--- config.mk ---
export PLATFORM = sky130hd
export DESIGN_NAME = logic_result_stage_flat
export DESIGN_NICKNAME = d
export VERILOG_FILES = /design/src/rtl/logic_result_stage_if.sv /design/src/rtl/logic_result_stage.sv /design/src/flat_wrapper.sv
export SDC_FILE = /design/constraint.sdc
export NUM_CORES = 1
export LEC_CHECK = 0
export CORE_UTILIZATION = 40
export CTS_CLUSTER_DIAMETER = 100
export DETAILED_ROUTE_END_ITERATION = 7
export HOLD_SLACK_MARGIN = 0.08
export PLACE_DENSITY = 0.75
export SYNTH_ARGS = -nofsm -noshare
export SYNTH_HDL_FRONTEND = slang
export SYNTH_SLANG_ARGS = --single-unit
--- constraint.sdc ---
create_clock -name clk -period 2.9 [get_ports clk]
set_input_delay 0.435 -clock clk [delete_from_list [all_inputs] [get_ports clk]]
set_output_delay 0.435 -clock clk [all_outputs]
set_load 0.02 [all_outputs]
--- src/rtl/logic_result_stage_if.sv ---
// rtl/logic_result_stage_if.sv - handshake bundle between logic units, result stage and consumer
interface logic_result_stage_if #(
    parameter int WIDTH = 16,
    parameter int CNT_W = 8
);
    logic             in_valid;
    logic             in_ready;
    logic [1:0]       op;
    logic [WIDTH-1:0] or_in;
    logic [WIDTH-1:0] nor_in;
    logic [WIDTH-1:0] xor_in;
    logic [WIDTH-1:0] xnor_in;
    logic             out_valid;
    logic             out_ready;
    logic [WIDTH-1:0] result;
    logic             zero;
    logic             neg;
    logic             parity;
    logic [CNT_W-1:0] xfer_count;

    modport master (
        output in_valid, op, or_in, nor_in, xor_in, xnor_in, out_ready,
        input  in_ready, out_valid, result, zero, neg, parity, xfer_count
    );

    modport slave (
        input  in_valid, op, or_in, nor_in, xor_in, xnor_in, out_ready,
        output in_ready, out_valid, result, zero, neg, parity, xfer_count
    );
endinterface

--- src/rtl/logic_result_stage.sv ---
// rtl/logic_result_stage.sv - opcode-selected logic result capture into a 2-entry output buffer
module logic_result_stage #(
    parameter int WIDTH = 16,
    parameter int CNT_W = 8
) (
    input  logic                 clk,
    input  logic                 rst,
    logic_result_stage_if.slave  bus
);
    localparam int EW = WIDTH + 3;

    logic [EW-1:0]    mem [2];
    logic             wr_ptr;
    logic             rd_ptr;
    logic [1:0]       count;
    logic [CNT_W-1:0] xfer_q;
    logic [WIDTH-1:0] sel;
    logic [EW-1:0]    entry;
    logic             push;
    logic             pop;

    always_comb begin
        sel = bus.or_in;
        case (bus.op)
            2'b00:   sel = bus.or_in;
            2'b01:   sel = bus.nor_in;
            2'b10:   sel = bus.xor_in;
            default: sel = bus.xnor_in;
        endcase
    end

    // Flags are computed at capture time so the output side is purely registered.
    assign entry = {^sel, sel[WIDTH-1], (sel == '0), sel};

    assign bus.in_ready  = !rst && (count != 2'd2);
    assign bus.out_valid = (count != 2'd0);
    assign push = bus.in_valid && bus.in_ready;
    assign pop  = bus.out_valid && bus.out_ready;

    assign {bus.parity, bus.neg, bus.zero, bus.result} = mem[rd_ptr];
    assign bus.xfer_count = xfer_q;

    always_ff @(posedge clk or posedge rst) begin
        if (rst) begin
            mem[0] <= '0;
            mem[1] <= '0;
            wr_ptr <= 1'b0;
            rd_ptr <= 1'b0;
            count  <= 2'd0;
            xfer_q <= '0;
        end else begin
            if (push) begin
                mem[wr_ptr] <= entry;
                wr_ptr      <= ~wr_ptr;
            end
            if (pop) begin
                rd_ptr <= ~rd_ptr;
                xfer_q <= xfer_q + 1'b1;
            end
            case ({push, pop})
                2'b10:   count <= count + 2'd1;
                2'b01:   count <= count - 2'd1;
                default: count <= count;
            endcase
        end
    end
endmodule

--- src/flat_wrapper.sv ---
// flat-port wrapper written by rule: the top's interface ports become plain ports
module logic_result_stage_flat 
#(
    parameter int WIDTH = 16,
    parameter int CNT_W = 8
)
  (clk, rst, bus_in_valid, bus_op, bus_or_in, bus_nor_in, bus_xor_in, bus_xnor_in, bus_out_ready, bus_in_ready, bus_out_valid, bus_result, bus_zero, bus_neg, bus_parity, bus_xfer_count);
  logic_result_stage_if #(.WIDTH(WIDTH), .CNT_W(CNT_W)) bus_i ();
  input  logic clk;
  input  logic rst;
  input wire logic [$bits(bus_i.in_valid)-1:0] bus_in_valid;
  input wire logic [$bits(bus_i.op)-1:0] bus_op;
  input wire logic [$bits(bus_i.or_in)-1:0] bus_or_in;
  input wire logic [$bits(bus_i.nor_in)-1:0] bus_nor_in;
  input wire logic [$bits(bus_i.xor_in)-1:0] bus_xor_in;
  input wire logic [$bits(bus_i.xnor_in)-1:0] bus_xnor_in;
  input wire logic [$bits(bus_i.out_ready)-1:0] bus_out_ready;
  output wire logic [$bits(bus_i.in_ready)-1:0] bus_in_ready;
  output wire logic [$bits(bus_i.out_valid)-1:0] bus_out_valid;
  output wire logic [$bits(bus_i.result)-1:0] bus_result;
  output wire logic [$bits(bus_i.zero)-1:0] bus_zero;
  output wire logic [$bits(bus_i.neg)-1:0] bus_neg;
  output wire logic [$bits(bus_i.parity)-1:0] bus_parity;
  output wire logic [$bits(bus_i.xfer_count)-1:0] bus_xfer_count;
  assign bus_i.in_valid = bus_in_valid;
  assign bus_i.op = bus_op;
  assign bus_i.or_in = bus_or_in;
  assign bus_i.nor_in = bus_nor_in;
  assign bus_i.xor_in = bus_xor_in;
  assign bus_i.xnor_in = bus_xnor_in;
  assign bus_i.out_ready = bus_out_ready;
  assign bus_in_ready = bus_i.in_ready;
  assign bus_out_valid = bus_i.out_valid;
  assign bus_result = bus_i.result;
  assign bus_zero = bus_i.zero;
  assign bus_neg = bus_i.neg;
  assign bus_parity = bus_i.parity;
  assign bus_xfer_count = bus_i.xfer_count;
  logic_result_stage #(.WIDTH(WIDTH), .CNT_W(CNT_W)) u_core (.clk(clk), .rst(rst), .bus(bus_i));
endmodule
==> flow_summary.ini <==
[synthesis]
yosysUniqueCellTypes = 29
synth.cells.most_frequent = dfrtp_1 (48), mux2_2 (22), nand2_1 (21)
asyncSetResetFlopFracSynth_pct = 100
mappedNetlistNets = 296
yosysTopAreaCell = dfrtp_1
postSynth.topFlopCell = dfrtp_1
synthTopCellsByArea = dfrtp_1 (43%), mux2_2 (8.9%), mux2_4 (8.1%)
avgSynthCellArea_um2 = 13.0
synth_most_common_cell = dfrtp_1
seq_area_frac_synth_pct = 42.9
synthCells = 216
synth_largest_type_area_fraction_pct = 42.9
synth.yosys.warnings = 0
synth_enable_flop_cells = 0
netlist_area_um2 = 2800
synth.ff_latch_count = 48

[die]
fp.dieH_um = 85.6
fp.coreArea_um2 = 6760
row_count = 30
ios = 99
floorplan.die.width_um = 85.6
start_util_pct = 41.4
die-area_um2 = 7330

[setup_path]
critical_path_fanout_max = 16
cp-start-kind = input pin
category_of_the_critical_setup_timing_path = in2reg
timing.critical_path.slowest_stage_cell = mux4_1
worstPathRequired_ps = 3080
crit_top_cell = xnor2_1
cp_cell_instances = clkdlybuf4s50_1, buf_12, mux4_1, inv_1, ha_1, xor2_1, xnor2_1, xnor2_1, mux2_1
timing.critical_path.arrival_ps = 2830
slowest_delay_ps = 610
endpoint_kind_of_the_worst_setup_timing_path = register

[pwr]
power_density_nw_per_um2 = 880
cell_internal_power_dissipation_mw = 2.24
report.power.total_mw = 3.48
worst_vdd_rail_ir_drop_mv = 0.361
share_clk_of_total_power_pct = 12.1
power.combinational.fraction_pct = 53.9
power.share.sequential_pct = 34.0
p_sw_share_pct = 35.6
p_sw_mw = 1.24
p_leak_nw = 1.74

[route]
drcViolationCount = 0
drt_first_iter_violations = 44
detail_route.vias_per_cell = 4.99
routedWlPerCell_um = 14.8
ant_nets = 0
drt_wl_total_um = 5840
drt_pass1_iterations = 4
via_count = 1970

[cts]
source_to_sink_clock_delay_at_the_later_pin_of_the_worst_skew_pair_ps = 300
root_cell_of_the_clock_tree = clkbuf_8
cts_buffer_depth = 2
quantity_of_gates_resized_following_cts = 0
tritoncts.num_buffers = 5
postCtsSetupRepairBufs = 0
cts.sinks = 48
clk_pin_slew_ps = 80
ctsHoldBuffers = 0
clock_tree.htree_level_count = 2
tritoncts_clock_tree = yes

[sta]
max-slew-margin-rel_pct = 59.3
rsz_0062_raised_after_global_routing = false
final.min_clock_period_ps = 2660
final-max-slew-violation-count = 0
setup-violations-final = 0
finClkSkew_ps = 8.93
hold_viol = 0
timing_worst_slew_pin_value_ps = 611
final.period_utilization_pct = 91.6
whs_ps = 466
peak_clock_frequency_supported_by_timing_ghz = 0.376

[cells_and_area]
final_cell_count_no_fill = 395
final_cell_area_um2 = 3960
final_layout_size_suffix_gt1_share_pct = 20.6
antenna_cells = 0
layout-area-overhead-vs-synth_pct = 41.4
fin_util_pct = 58.6
nNetsFinal = 395

[run_status]
run_status = finished clean

[placement]
postPlaceCellArea_um2 = 3860
placed_cells = 388
place_hpwl_um = 4420
gp_congestion = 0.781
portBuffers = 98

[job]
max_cap_viol_count = 0

[global_route]
first_global_vias = 2013
grt_pass1_wl_um = 9470
number_of_antenna_violations_at_the_first_check_in_global_routing = 0
grt_overflow_total = 0
grt_max_degree = 49
groute.usage.overall_pct = 16.9

[hold_path]
hold_path_class = reg2reg
through the flow:
stage               setup WS (ps)  setup TNS [ps]
floorplan                     570               0
global placement            -42.7           -56.2
detailed placement          -84.2            -130
CTS                           234               0
global route                  106               0
finish                        244               0
worst max-delay path: cells and delay by family:
kind,cells,cell delay (ps)
buffers and inverters,3,780
multiplexers,2,900
adder cells (fa/ha/maj),1,240
XOR/XNOR,3,460
area by class of cell:
cell class,count,area (um2)
fill,582,2800
multi-input combinational,139,1450
inverter,18,67.6
timing repair buffer,103,1040
sequential,48,1200
clock buffer,7,96.3
tap,80,100
path summary, 6_finish.rpt:
path / from / to / slack, ps / cells past startpoint
max: bus_op[0] / u_core.mem[37] / 240 / 9
min: u_core.bus.xfer_count[7] / u_core.bus.xfer_count[7] / 470 / 1
min in group asynchronous: rst / u_core.count[1] / 670 / 3
min reg2reg: u_core.bus.xfer_count[7] / u_core.bus.xfer_count[7] / 470 / 1
max reg2reg: u_core.count[0] / u_core.count[1] / 1280 / 5
max in group asynchronous: rst / u_core.count[0] / 1820 / 3
metal layers:
layer | GRT usage, % | vias up | wire [um]
met1 | 20.9 | 945 | 2460
met4 | 4.55 | 0 | 48
met2 | 29.7 | 64 | 3000
li1 | - | 957 | -
met3 | 3.85 | 4 | 324
met5 | 0 | - | 0
sequential cells by signal, summed over array words and instances (netlist names):
register / cells
u_core.bus.xfer_count: 8
u_core.count: 2
u_core.wr_ptr: 1
u_core.mem: 36
u_core.rd_ptr: 1
power by group through the flow:
| stage | combinational, mW | clock [mW] | sequential, mW |
|---|---|---|---|
| after floorplan | 1.17 | 0 | 1.19 |
| after global placement | 1.87 | 0 | 1.18 |
| after detailed placement | 1.90 | 0 | 1.20 |
| after CTS | 1.91 | 0.433 | 1.19 |
| after global routing | 2.02 | 0.461 | 1.23 |
| final | 1.88 | 0.421 | 1.18 |
layout by cell type (no fill, tap or decap), types with 4 or more instances in the layout:
master / count
inv_1: 17
nand2_1: 21
xor2_1: 4
nand4_1: 4
ha_1: 10
clkbuf_8: 7
mux2_2: 22
dfrtp_1: 48
o21ai_0: 16
mux4_2: 10
xnor2_1: 15
mux2_4: 15
clkdlybuf4s50_1: 98
mux4_1: 6
kinds of logic (layout without fill, tap and decap cells):
kind of cell	count (synthesis)	in the layout	share of synthesized area, %
flip-flops	48	48	42.9
adder cells (fa/ha/maj)	10	10	4.47
multiplexers	54	54	31.0
AND/OR/NAND/NOR	39	39	7.16
XOR/XNOR	19	19	5.95
AO/OA/AOI/OAI	17	17	3.18
buffers and inverters	29	128	5.32
Note: power is estimated with default switching activity, not from simulation.
